File: config.mk
export PLATFORM = sky130hd
export DESIGN_NAME = pwm_audio_out
export DESIGN_NICKNAME = d
export VERILOG_FILES = /design/src/rtl/pwm_audio_out.sv
export SDC_FILE = /design/constraint.sdc
export NUM_CORES = 1
export LEC_CHECK = 0
export BUFFER_PORTS_ARGS = -buffer_cell sky130_fd_sc_hd__buf_2
export CAP_MARGIN = 25
export CORE_MARGIN = 1.5
export CORE_UTILIZATION = 45
export DETAILED_ROUTE_END_ITERATION = 8
export GPL_ROUTABILITY_DRIVEN = 0
export HOLD_SLACK_MARGIN = 0.1
export PLACE_DENSITY = 0.66
export SLEW_MARGIN = 10
export SYNTH_ARGS = -nofsm -noshare
export SYNTH_HDL_FRONTEND = slang
export SYNTH_SLANG_ARGS = --single-unit
File: constraint.sdc
create_clock -name clk -period 3.7 [get_ports clk]
set_input_delay 0.185 -clock clk [delete_from_list [all_inputs] [get_ports clk]]
set_output_delay 0.185 -clock clk [all_outputs]
set_load 0.05 [all_outputs]
File: src/rtl/pwm_audio_out.sv
// pwm_audio_out: 8-bit sample PWM audio output with a stepped 0..16 gain fade
// between full volume and silence, driven by a level mute request.
module pwm_audio_out #(
  parameter int unsigned FADE_STEP_PERIODS = 1
) (
  input  logic       clk,
  input  logic       reset,
  input  logic [7:0] sample_in,
  input  logic       mute,
  output logic       pwm_out,
  output logic       sample_strobe,
  output logic       muted
);

  typedef enum logic [1:0] {
    MUTED    = 2'd0,
    FADE_IN  = 2'd1,
    PLAY     = 2'd2,
    FADE_OUT = 2'd3
  } state_t;

  localparam logic [7:0] STEP_LAST = 8'(FADE_STEP_PERIODS - 1);

  logic [7:0]         cnt;
  logic [7:0]         duty;
  logic [7:0]         step_cnt;
  logic [4:0]         gain;
  state_t             state;
  logic               boundary;
  logic               step_tick;
  logic signed [12:0] diff;
  logic signed [12:0] prod;
  logic [7:0]         scaled;

  assign boundary      = (cnt == 8'd255);
  assign step_tick     = boundary && (step_cnt == STEP_LAST);
  assign pwm_out       = (cnt < duty);
  assign sample_strobe = (cnt == 8'd0);

  // Scale the sample around the 128 midpoint by gain/16 (arithmetic shift floors).
  always_comb begin
    diff   = $signed({5'b0, sample_in}) - 13'sd128;
    prod   = diff * $signed({8'b0, gain});
    // shifted value lies in -128..127, so adding 128 modulo 256 yields 0..255
    scaled = 8'(prod >>> 4) + 8'd128;
  end

  // Period counter, duty reload at each boundary, and fade step divider.
  always_ff @(posedge clk) begin
    if (reset) begin
      cnt      <= '0;
      duty     <= 8'd128;
      step_cnt <= '0;
    end else begin
      cnt <= cnt + 8'd1;
      if (boundary) begin
        duty <= scaled;
        if (step_tick) step_cnt <= '0;
        else           step_cnt <= step_cnt + 8'd1;
      end
    end
  end

  // Fade state machine: one gain step per step tick toward the mute target.
  always_ff @(posedge clk) begin
    if (reset) begin
      state <= MUTED;
      gain  <= '0;
      muted <= 1'b1;
    end else if (step_tick) begin
      case (state)
        MUTED: begin
          if (!mute) begin
            state <= FADE_IN;
            gain  <= 5'd1;
            muted <= 1'b0;
          end
        end
        FADE_IN: begin
          if (!mute) begin
            gain <= gain + 5'd1;
            if (gain == 5'd15) state <= PLAY;
          end else begin
            gain <= gain - 5'd1;
            if (gain == 5'd1) begin
              state <= MUTED;
              muted <= 1'b1;
            end else begin
              state <= FADE_OUT;
            end
          end
        end
        PLAY: begin
          if (mute) begin
            state <= FADE_OUT;
            gain  <= 5'd15;
          end
        end
        FADE_OUT: begin
          if (mute) begin
            gain <= gain - 5'd1;
            if (gain == 5'd1) begin
              state <= MUTED;
              muted <= 1'b1;
            end
          end else begin
            gain <= gain + 5'd1;
            // reversing at gain 15 lands on 16, which is PLAY, so gain cannot overshoot
            state <= (gain == 5'd15) ? PLAY : FADE_IN;
          end
        end
        default: begin
          state <= MUTED;
          gain  <= '0;
          muted <= 1'b1;
        end
      endcase
    end
  end

endmodule

==> metrics.txt, run 1 <==
outcome=complete, no violations; CTS Root Cell=clkbuf_8; Antenna Violating Nets Remaining=0; die height=83.9 µm; wire per inst=12.1 µm; CTS H-tree depth=2; Slew Limit Fails=0; Clock Path Buffers=2; Clock Skew=0.00391 ns; Mapped Cells=340; core area=6350 µm²; worst skew pair latency=0.29 ns; row count=29; Initial DRC Count=69; layout cells sized above 1=0.157; ANT cells=0; Async S/R FF share, synth=0; largest net degree at the start of global routing=28; first drt pass iteration count=4; total gr overflow=0; Critical Path RT=3.92 ns; vias in the first global route=2209; leakage power=0.00152 µW; crit path buf inv count=3; worst-margin pin slew=0.683 ns; initial antenna violation count=0; wire length of the first global-routing pass=9690 µm; vias=2201; final setup fails=0; Max-cap violations=0; HP Class=in -> reg; Layout Nets=428; total CTS buffers=5; Peak VDD IR=0.185 mV; count leader, synth=inv_1; WS Path Type=reg -> reg; final wirelength=5340 µm; # hold bufs at CTS=0; CTS tree=done; main flop type after synthesis=dfxtp_1; clock-pin slew on the worst setup and hold paths=0.07 ns; Yosys top cell by area=dfxtp_1; Setup TNS=0 ns; Crit Path Max Fanout=7; critical path's slowest cell=fa_1; port bufs=13; Clock Sinks=32; Syn Nets=405; DPL Wire Length=4250 µm; fin crit share=0.959; pre-CTS setup slack=-0.0450 ns; Die W=83.9 µm; EDFF count, synth=0; Setup Fix Bufs, Post-CTS=0; most used cell, CP=fa_1; vias per cell=4.99; Max Clk Rate=282 MHz; GRT Total Usage=0.167; power per cell area=216 nW/µm²; Setup crit start kind=register; Syn Area/Cell=8.66 µm²; CP max stage delay=0.57 ns; Seq/Total Area, Yosys=0.218; flops & latches, synth=32; DRC=0; Top delay family on crit path=adder cells; Crit path arrival time=3.77 ns; Layout Area Growth over Synthesis=14.5%; Slew HR=0.538; Final Hold Fails=0; die area=7040 µm²; Ys Warns=0; final critical-path required period=3.55 ns; Setup crit end kind=register; I/O pin count=14; ranking of synthesized cells by area=dfxtp_1 (22%), fa_1 (15%), ha_1 (14%); Synth cell types=44; Post-Syn Area=2940 µm²; PnR worst setup slack=0.150 ns; critical-path cell list=buf_4 > and2_1 > fa_1 > ha_1 > fa_1 > inv_1 > fa_1 > inv_1 > a21o_1 > a41o_1 > a31oi_4 > and4b_1 > nor3_1; Starting Density=0.464; Synth top area share=0.218; synth cell count leaders=inv_1 (49), nor2_1 (33), dfxtp_1 (32), ha_1 (32), and2_1 (29)
==> worst paths after layout <==
path | startpoint | end | slack [ns] | cells past startpoint
worst max-delay path | gain[2]$_SDFFE_PP0P_ | duty[7]$_SDFFE_PP1P_ | 0.15 | 13
worst min-delay path | mute | muted$_SDFFE_PP1P_ | 0.28 | 3
worst max register to register | gain[2]$_SDFFE_PP0P_ | duty[7]$_SDFFE_PP1P_ | 0.15 | 13
worst min register to register | cnt[0]$_SDFF_PP0_ | cnt[0]$_SDFF_PP0_ | 0.46 | 1
==> registers in the layout (all words and copies together), names as in the netlist <==
signal,cells
muted,1
cnt,8
gain,5
step_cnt,8
duty,8
state,2
==> layer usage <==
metal | vias up | routed length [µm] | GRT usage | part of all wire
met3 | 7 | 93 | 0.0307 | 0.017
met2 | 13 | 2610 | 0.293 | 0.49
met5 | - | 0 | 0 | 0
li1 | 1138 | - | - | -
met1 | 1043 | 2590 | 0.212 | 0.48
met4 | 0 | 54 | 0.0402 | 0.010
==> cells in the final DEF (no fill, tap or decap), types with 6 or more instances in the layout <==
cell type | netlist | layout
dfxtp_1 | 32 | 29
nor2_1 | 33 | 32
a21o_1 | 8 | 8
xor2_1 | 10 | 10
ha_1 | 32 | 30
fa_1 | 22 | 22
nand2_1 | 18 | 18
buf_4 | 1 | 16
o21ai_0 | 6 | 6
xnor2_1 | 18 | 18
and2_1 | 29 | 28
inv_1 | 49 | 49
buf_2 | 3 | 13
mux2i_1 | 9 | 9
a21oi_1 | 9 | 9
==> final cells by class <==
| type | instances | area, µm² |
|---|---|---|
| sequential | 32 | 652 |
| fill | 587 | 2980 |
| inverter | 49 | 184 |
| clock buffer | 5 | 68.8 |
| multi-input combinational | 246 | 2140 |
| clock inverter | 3 | 42.5 |
| tap | 77 | 96.3 |
| timing repair buffer | 29 | 185 |
==> worst register-to-register path: cells and delay by family (launching register included) <==
kind                     cells  cell delay [ns]
AND/OR/NAND/NOR              3             0.50
adder cells (fa/ha/maj)      4             1.85
flip-flops                   1             0.37
AO/OA/AOI/OAI                3             0.50
buffers and inverters        3             0.27
==> power by group <==
| group | total, µW | switching, µW | internal [µW] |
|---|---|---|---|
| sequential | 348 | 3.49 | 345 |
| combinational | 44.8 | 28.3 | 16.6 |
| clock | 337 | 137 | 199 |
| total | 730 | 169 | 561 |
==> metrics by stage <==
| stage | cells | hold WS, ns | cell area [µm²] | total power [µW] | utilization |
|---|---|---|---|---|---|
| 2_1_floorplan | 340 | 0.430 | 2950 | 388 | - |
| 3_3_place_gp | 433 | 0.439 | 3170 | 403 | 0.499 |
| 3_5_place_dp | 433 | 0.451 | 3170 | 403 | 0.499 |
| 4_1_cts | 441 | 0.284 | 3280 | 740 | 0.517 |
| 5_1_grt | 441 | 0.325 | 3370 | 761 | 0.531 |
| 6_report | 441 | 0.284 | 3370 | 730 | 0.531 |
==> cells by family after synthesis <==
group / after synthesis / share of synthesized area
adder cells (fa/ha/maj): 54 / 0.286
AO/OA/AOI/OAI: 37 / 0.0846
XOR/XNOR: 28 / 0.0833
buffers and inverters: 62 / 0.0816
multiplexers: 9 / 0.0306
flip-flops: 32 / 0.218
AND/OR/NAND/NOR: 118 / 0.217
==> what timing repair did <==
action,CTS,global route
hold endpoints to repair,0,0
pin swaps,0,4
gates resized for setup,1,16
setup endpoints to repair,1,4
Power figures use the tool's default switching activity.
==> inputs of run 2 (changes only) <==
Settings changed: CELL_PAD_IN_SITES_DETAIL_PLACEMENT set to 1, CELL_PAD_IN_SITES_GLOBAL_PLACEMENT set to 1, CORE_UTILIZATION 45 to 43, PLACE_DENSITY 0.66 to 0.79.
==> run 2 against run 1 <==
- global-route usage is 3.3 points higher
- worst setup slack worse by 0.065 ns
- cell count is 0.23% higher
==> metrics.txt, run 2 (synthesized netlist as in run 1, its figures left out) <==
outcome=complete, no violations; Sw Share=0.220; Seq pwr share=0.454; Slew HR=0.550; wire length of the first global-routing pass=11700 µm; R2R depth=14; wire per inst=15.8 µm; clock share of power=0.485; Max-cap violations=0; fin crit share=0.977; leading cell type in the layout, fill and taps excluded=inv_1; Die W=85.7 µm; Clock Sinks=32; total CTS buffers=5; final wirelength=6970 µm; Crit Path Max Fanout=6; Setup crit end kind=register; port bufs=13; critical path startpoint=gain[1]$_SDFFE_PP0P_; HP Class=in -> reg; first drt pass iteration count=4; vias in the first global route=2536; power per cell area=227 nW/µm²; Clock Path Buffers=2; core area=6490 µm²; worst-margin pin slew=0.665 ns; CTS Root Cell=clkbuf_8; Pwr Total=768 µW; Top Registers=cnt: 8 flops, duty: 8 flops, step_cnt: 8 flops; P_sw=169 µW; leakage power=0.00153 µW; Final Hold Fails=0; Starting Density=0.453; CTS tree=done; worst r2r src=gain[1]$_SDFFE_PP0P_; critical path's slowest cell=fa_2; Critical R2R Capture=duty[6]$_SDFFE_PP0P_; largest net degree at the start of global routing=28; r2r setup slk=0.09 ns; Peak VDD IR=0.224 mV; total gr overflow=0; pre-CTS setup slack=-0.0402 ns; Clock Skew=0.00766 ns; critical-path cell list=inv_2 > nor2_2 > buf_4 > fa_2 > inv_2 > fa_1 > fa_1 > inv_1 > ha_1 > and4_1 > a221oi_2 > xnor2_1 > mux2i_1 > nor2_1; Initial DRC Count=88; vias=2363; row count=29; fill cell count=759; Setup crit start kind=register; GRT Total Usage=0.200; CP max stage delay=0.58 ns; Layout Nets=429; Max Clk Rate=277 MHz; Crit path arrival time=3.78 ns; Slew Limit Fails=0; Critical Path End=duty[6]$_SDFFE_PP0P_; Antenna Violating Nets Remaining=0; CTS H-tree depth=2; ANT cells=0; DRC=0; final setup fails=0; worst skew pair latency=0.29 ns; Critical Path RT=3.86 ns; final critical-path required period=3.61 ns; I/O pin count=14; internal power=599 µW; Layout Area Growth over Synthesis=15.1%; layout cells sized above 1=0.173; combinational fraction of design power=0.061; vias per cell=5.35; clock-pin slew on the worst setup and hold paths=0.07 ns; die area=7350 µm²; # hold bufs at CTS=0; DPL Wire Length=5110 µm; hold slack=0.303 ns; initial antenna violation count=0; PnR worst setup slack=0.0851 ns; most frequent cells in the layout=inv_1 (45), nor2_1 (32), ha_1 (29), dfxtp_1 (29), and2_1 (28); die height=85.7 µm; WS Path Type=reg -> reg
==> run 2: cell types whose count changed in the layout (fill, tap and decap cells not counted), sizes merged <==
| cell | delta |
|---|---|
| clkinv | -1 |
| buf | +1 |
| clkbuf | +2 |
| clkinvlp | -1 |
==> run 2: metrics by stage <==
step | utilization | setup TNS [ns] | std cells | area [µm²]
floorplan | - | 0 | 340 | 2950
global placement | 0.486 | 0 | 431 | 3150
detailed placement | 0.486 | -0.0402 | 431 | 3150
CTS | 0.507 | 0 | 439 | 3290
global route | 0.522 | -0.0919 | 442 | 3390
finish | 0.522 | 0 | 442 | 3390
==> run 2: area by class of cell <==
type                    instances  area [µm²]  area share
multi-input cells             246        2130       0.630
flip-flops and latches         32         652       0.192
repair buffers                 30         196      0.0580
inverters                      49         184      0.0543
clock buffers                   7        96.3      0.0284
well taps                      77        96.3      0.0284
clock inverters                 1        30.0     0.00886
==> run 2: repair_timing <==
item,CTS,global route
pin swaps,0,19
gates resized for setup,4,19
hold endpoints to repair,0,0
buffers inserted,0,3
cloned,0,0
endpoints found under the setup margin,2,4
==> run 2: metal layers <==
layer  global-route usage  share of wire  vias to the layer above
met4               0.0469          0.015                        0
li1                     -              -                     1143
met1                0.234           0.41                     1184
met2                0.377           0.55                       25
met3               0.0356          0.021                       11
met5                    0              0                        -
==> run 2: worst min path at each step <==
stage / cells after the start / slack [ns] / start / end
floorplan: 1 / 0.43 / cnt[0]$_SDFF_PP0_ / cnt[0]$_SDFF_PP0_
global placement: 1 / 0.44 / cnt[0]$_SDFF_PP0_ / cnt[0]$_SDFF_PP0_
detailed placement: 2 / 0.46 / muted$_SDFFE_PP1P_ / muted$_SDFFE_PP1P_
CTS: 3 / 0.30 / mute / muted$_SDFFE_PP1P_
global route: 3 / 0.33 / mute / muted$_SDFFE_PP1P_
finish: 3 / 0.30 / mute / muted$_SDFFE_PP1P_
==> run 2: worst max-delay path: cells and delay by family (launching register included) <==
family                     cells  cell delay [ns]
AOI/OAI and AO/OA              1             0.25
xor gates and xnor gates       1             0.11
adders and majority gates      4             1.97
buffers and inverters          4             0.34
DFF                            1             0.37
muxes                          1             0.17
and+or+nand+nor                3             0.28
==> run 2: power by group through the flow <==
stage          sequential (µW)  combinational (µW)  clock (µW)
6_report                   349                47.0         372
2_1_floorplan              358                29.9           0
4_1_cts                    351                46.3         379
5_1_grt                    349                52.5         399
3_3_place_gp               359                44.4           0
3_5_place_dp               359                45.5           0
